--- src/rtl/shift_reg_univ.sv ---
// Universal shift register: load, shift, rotate, arithmetic shift, clear.
// Counts shifts since the last load/clear/reset and pulses when it fills.
module shift_reg_univ #(
  parameter int               WIDTH   = 8,
  parameter logic [WIDTH-1:0] RST_VAL = '0
) (
  input  logic             clk,
  input  logic             rst,
  input  logic             en,
  input  logic [2:0]       mode,
  input  logic             sin,
  input  logic [WIDTH-1:0] d,
  output logic [WIDTH-1:0] q,
  output logic             sout,
  output logic             shift_done
);

  localparam int CW = $clog2(WIDTH + 1);
  localparam logic [CW-1:0] C_MAX = CW'(WIDTH);
  localparam logic [CW-1:0] C_PRE = CW'(WIDTH - 1);

  localparam logic [2:0] M_HOLD = 3'b000;
  localparam logic [2:0] M_LOAD = 3'b001;
  localparam logic [2:0] M_SHL  = 3'b010;
  localparam logic [2:0] M_SHR  = 3'b011;
  localparam logic [2:0] M_ROL  = 3'b100;
  localparam logic [2:0] M_ROR  = 3'b101;
  localparam logic [2:0] M_ASR  = 3'b110;
  localparam logic [2:0] M_CLR  = 3'b111;

  logic [WIDTH-1:0] r_q;
  logic             r_sout;
  logic [CW-1:0]    r_cnt;
  logic             r_done;

  logic [WIDTH-1:0] w_q_nxt;
  logic             w_sout_nxt;
  logic [CW-1:0]    w_cnt_nxt;
  logic             w_done_nxt;
  logic             w_shift;
  logic             w_zero;

  assign w_shift = en && (mode >= M_SHL) && (mode <= M_ASR);
  assign w_zero  = en && ((mode == M_LOAD) || (mode == M_CLR));

  // Next data and serial-out for the selected operation.
  always_comb begin
    w_q_nxt    = r_q;
    w_sout_nxt = r_sout;
    if (en) begin
      unique case (mode)
        M_HOLD: w_q_nxt = r_q;
        M_LOAD: w_q_nxt = d;
        M_SHL: begin
          w_q_nxt    = {r_q[WIDTH-2:0], sin};
          w_sout_nxt = r_q[WIDTH-1];
        end
        M_SHR: begin
          w_q_nxt    = {sin, r_q[WIDTH-1:1]};
          w_sout_nxt = r_q[0];
        end
        M_ROL: begin
          w_q_nxt    = {r_q[WIDTH-2:0], r_q[WIDTH-1]};
          w_sout_nxt = r_q[WIDTH-1];
        end
        M_ROR: begin
          w_q_nxt    = {r_q[0], r_q[WIDTH-1:1]};
          w_sout_nxt = r_q[0];
        end
        M_ASR: begin
          w_q_nxt    = {r_q[WIDTH-1], r_q[WIDTH-1:1]};
          w_sout_nxt = r_q[0];
        end
        M_CLR: w_q_nxt = RST_VAL;
        default: w_q_nxt = r_q;
      endcase
    end
  end

  // Saturating shift counter; the pulse fires only on the fill edge.
  always_comb begin
    w_cnt_nxt  = r_cnt;
    w_done_nxt = 1'b0;
    if (w_zero) begin
      w_cnt_nxt = '0;
    end else if (w_shift && (r_cnt != C_MAX)) begin
      w_cnt_nxt  = r_cnt + 1'b1;
      w_done_nxt = (r_cnt == C_PRE);
    end
  end

  // State registers with synchronous reset taking priority.
  always_ff @(posedge clk) begin
    if (rst) begin
      r_q    <= RST_VAL;
      r_sout <= 1'b0;
      r_cnt  <= '0;
      r_done <= 1'b0;
    end else begin
      r_q    <= w_q_nxt;
      r_sout <= w_sout_nxt;
      r_cnt  <= w_cnt_nxt;
      r_done <= w_done_nxt;
    end
  end

  assign q          = r_q;
  assign sout       = r_sout;
  assign shift_done = r_done;

endmodule

--- config.mk ---
export PLATFORM = sky130hd
export DESIGN_NAME = shift_reg_univ
export DESIGN_NICKNAME = d
export VERILOG_FILES = /design/src/rtl/shift_reg_univ.sv
export SDC_FILE = /design/constraint.sdc
export NUM_CORES = 1
export LEC_CHECK = 0
export CAP_MARGIN = 5
export CORE_MARGIN = 10
export CORE_UTILIZATION = 46
export DETAILED_ROUTE_END_ITERATION = 8
export PLACE_DENSITY = 0.78
export SYNTH_ARGS = -nofsm -noshare
export SYNTH_HDL_FRONTEND = slang
export SYNTH_SLANG_ARGS = --single-unit
--- constraint.sdc ---
create_clock -name clk -period 1.6 [get_ports clk]
set_clock_uncertainty 0.15 [all_clocks]
set_input_delay 0.16 -clock clk [delete_from_list [all_inputs] [get_ports clk]]
set_output_delay 0.16 -clock clk [all_outputs]
set_load 0.03 [all_outputs]
After elaboration in Yosys (flattened, before gate mapping)

Cells that the tools add are included.
Widths: inputs -> output; s select.

Bits in registers: 14
Input port bits: 15
Output and inout bits: 10
Logic and storage cells: 36

$add $sub $neg: 1
Magnitude comparators: 2
Eq/ne operators: 9
Muxes and demuxes: 2
Bitwise operators: 3
Reductions and logical operators: 14

Operators with widths:

| cell                | count |
|---|---|
| $pmux 8 s7          | 1 |
| $eq 3x3->1 const B  | 4 |
| $eq 3x2->1 const B  | 2 |
| $reduce_or 3->1     | 2 |
| $add 4x1->4 const B | 1 |
| $eq 4x3->1 const B  | 1 |
| $logic_and 1x1->1   | 4 |
| $ne 4x4->1 const B  | 1 |
| $reduce_and 2->1    | 2 |
| $reduce_or 2->1     | 2 |
| $eq 3x1->1 const B  | 1 |
| $ge 3x2->1 const B  | 1 |
| $le 3x3->1 const B  | 1 |
| $logic_not 3->1     | 1 |
| $not 1->1           | 3 |
| $reduce_and 3->1    | 1 |
| $pmux 1 s2          | 1 |
| $reduce_bool 2->1   | 1 |
| $logic_or 1x1->1    | 1 |

Logic depth before layout (Yosys ltp)

Depth in word-level cells: 6
Gate-level depth with buffers: 6
Gate-level depth less buffers: 6

Worst setup path before layout

OpenSTA, ideal clock, no wires.

Path kind: register to register
From: register r_q[0] (netlist: q[0])
To: register r_q[7] (netlist: q[7])
Library setup time: 70 ps
Arrival: 1277 ps
Data required time: 1380 ps
Path slack: 103 ps
Cell stages (with the launch flop): 5
Buffers on the path: 0
Period minus slack after synthesis: 1497 ps
Path through: dfxtp_1 nor2b_1 o21ai_0 or4b_1 a21oi_1

Longest elaborated chain between the ends: 1

RTL lines:

| element                | RTL line | RTL |
|---|---|---|
| start, declared        | 31       | `logic [WIDTH-1:0] r_q;` |
| start signal, assigned | 100      | `r_q <= w_q_nxt;` |
| $pmux 8 s7             | 51       | `unique case (mode)` |

Every way passes these cells.
A chain may end at the register's enable or synchronous reset.

Worst setup path after layout

From: register r_cnt[0]
To: register r_cnt[1]

Longest elaborated chain between the ends: 2
Elaborated cells between the ends (all ways): 3
Classes of those cells: add/sub: 1; eq/ne: 1; reduce/logical: 1

RTL lines:

| element                                                             | RTL line | RTL |
|---|---|---|
| start, declared                                                     | 33       | `logic [CW-1:0] r_cnt;` |
| start signal, assigned                                              | 102      | `r_cnt <= w_cnt_nxt;` |
| parallel branches: the longest is 2 deep, another holds $add 4x1->4 | --       |  |

Parallel ways; which one is timed is not known.

==> metrics.md <==
| Metric | Value |
|---|---|
| Run status | finished, final reports clean |
| CTS H-Tree Depth | 1 |
| CTS tree | built |
| N_diodes | 0 |
| Minimum clock period | 1.463 ns |
| Yosys top cell area share | 0.3289 |
| Vias | 870 |
| HPWL reported at the end of detailed placement | 1780 um |
| Slowest cell on the critical path | dfxtp_1 |
| Share of cells above drive strength 1 | 0.2117 |
| Final setup TNS | 0 ns |
| Clk slew on worst S/H paths | 0.09 ns |
| Cell Area, Placed | 1184 sq um |
| First-pass GRT wire length | 3988 um |
| Slew @ Worst Pin | 0.4533 ns |
| Max-slew headroom | 0.6971 |
| Root buffer cell | clkbuf_4 |
| Largest family of logic cells by synthesized area | compound AO/OA/AOI/OAI gates |
| Remaining global-route overflow | 0 |
| Final hold vios | 0 |
| Post-synth EDFFs | 0 |
| Area delta synth->final | 44.20% |
| Num CTS Buffers | 3 |
| Routability cong. | 0.7875 |
| Power per Cell Area | 699.9 nW/um^2 |
| XOR/XNOR Fraction of Synth Area | 0.04993 |
| Worst endpoint data arrival time | 1.48 ns |
| CP endpoint kind | register |
| Data required time of the worst path | 1.62 ns |
| Crit path launch type | register |
| DIE AREA | 3974 sq um |
| Worst path cell trace | inv_1 > ha_1 > nand2_1 > o211ai_1 > mux2i_1 > nor2_1 |
| Latest clock arrival within the worst-skew pair | 0.29 ns |
| Slew Limit Fails | 0 |
| Most frequent cells in the layout | o21ai_0 (14), dfxtp_1 (14), nand2_1 (12), buf_4 (12) |
| DRT Pass-1 Iters | 4 |
| Clock buffer depth | 2 |
| I/O pin count | 25 |
| Max-cap violations | 0 |
| Die X | 63.04 um |
| Vias in the first global route | 861 |
| RSZ-0062 raised after global routing | false |
| Syn nets | 118 |
| Final nets | 155 |
| Period utilization | 0.9141 |
| Area contributors post-synth | dfxtp_1 (33%), o21ai_0 (8.8%), mux2_2 (7.9%), a221oi_1 (7.2%), nand2_1 (5.3%) |
| Seq cells post-synth | 14 |
| Synth Cell Area | 852.1 sq um |
| Routed wire per std cell | 14.03 um |
| Ys Warns | 0 |
| Routed WL | 2273 um |
| Area fraction in compound gates after synthesis | 0.2599 |
| Peak supply drop | 493.9 uV |
| Max incr delay on CP | 0.34 ns |
| Total Routing Usage GR | 0.1174 |
| Hold Crit Class | in2reg |
| Syn Area/Cell | 8.436 sq um |
| Mapped Cells | 101 |
| Post-synth ARST share | 0 |
| Final non-filler cell area | 1229 sq um |
| Final worst slack | 0.1375 ns |
| Placed cells | 158 |
| Library cells used by synthesis | 33 |
| Adder-cell share of the synthesized area | 0.02937 |
| Initial antenna violation count | 0 |
| Std-Cell Core Area | 1745 sq um |
| Die Y | 63.04 um |
| Cell Rows | 15 |
| CTS Sinks | 14 |
| Crit Path Category | reg2reg |
| Total power | 0.0008599 W |
| Post-CTS setup buffer count | 0 |
| Initial Utilization | 0.4882 |
| CP Max Fanout | 3 |
| Final setup fails | 0 |
| Via density per instance | 5.370 |
| Mux cell area share after synthesis | 0.1028 |
| Fmax achieved | 683.8 MHz |
| Leakage power | 0.5413 nW |
| ANT nets after route | 0 |
| Hold buffer count at CTS | 0 |
| Synth Area in Simple Gates | 0.1762 |
| Main synth FF type | dfxtp_1 |
| Drt initial violations | 21 |
| Sequential fraction of the synthesis area | 0.3289 |
| Cell taking the most area after synthesis | dfxtp_1 |
| DRC errors left | 0 |
| Largest net degree at the start of global routing | 13 |
| Non-Filler Instances | 162 |
| Setup WS pre-CTS | -0.3583 ns |
| Port-buffer cells | 24 |
[sequential cells by signal, summed over array words and instances, names as in the netlist]
register    cells
q               8
r_cnt           4
shift_done      1
sout            1
[cell usage after synthesis (2+ instances only)]
library cell and n:
dfxtp_1 14, o21ai_0 15, inv_1 2, buf_2 3, nand3_1 3, a221oi_1 7
xnor2_1 2, nand2_1 12, mux2i_1 2, a21oi_1 4, mux2_2 6, o21ai_1 2
nor2_1 7, buf_6 2, ha_1 2
[final cells by class]
class                      count  area (sq um)
multi-input combinational     80         540.5
fill                         148         516.7
timing repair buffer          37         332.8
sequential                    14         280.3
clock buffer                   4         36.28
tap                           25         31.28
inverter                       2         7.507
[path summary, 6_finish.rpt]
check	to	cells after the start	start	slack, ns
max	r_cnt[1]	6	r_cnt[0]	0.14
max reg2reg	r_cnt[1]	6	r_cnt[0]	0.14
min reg2reg	q[1]	2	q[1]	0.35
min	q[7]	5	mode[0]	0.25
[per-layer routing]
| metal | track usage | routed length, um | vias to the layer above |
|---|---|---|---|
| met1 | 0.1452 | 1163 | 395 |
| met4 | 0.04749 | 25 | 0 |
| met5 | 0 | 0 | - |
| met2 | 0.1777 | 945 | 23 |
| li1 | - | - | 448 |
| met3 | 0.04301 | 139 | 4 |
[repair_timing]
action                                 CTS  global route
setup endpoints to repair               19             6
resized for setup                       11             7
endpoints found under the hold margin    0             0
pin swaps                                0             1
[kinds of logic after synthesis]
family / after synthesis
compound gates: 35
fa+ha+maj: 2
mux: 8
buf+inv: 7
flops: 14
xor+xnor: 4
simple gates: 31
[per-stage QoR]
| stage | utilization | hold slack (ns) |
|---|---|---|
| final | 0.7039 | 0.2496 |
| after global routing | 0.7039 | 0.2942 |
| after CTS | 0.6910 | 0.3533 |
| after detailed placement | 0.6781 | 0.3450 |
| after global placement | 0.6781 | 0.3413 |
| after floorplan | - | 0.07907 |
[where the power goes]
group | internal [W] | switching (W) | total, W | leakage, nW
registers | 0.000364 | 0.0000150 | 0.000379 | 0.114
clock network | 0.000139 | 0.000126 | 0.000265 | 0.0210
logic | 0.000107 | 0.000109 | 0.000216 | 0.406
[worst max-delay path: cells and delay by family, from the launching register on]
family | cells | cell delay (ns)
flops | 1 | 0.34
compound gates | 1 | 0.26
mux | 1 | 0.23
fa+ha+maj | 1 | 0.17
simple gates | 2 | 0.10
buf+inv | 1 | 0.09
Power figures use the tool's default switching activity.
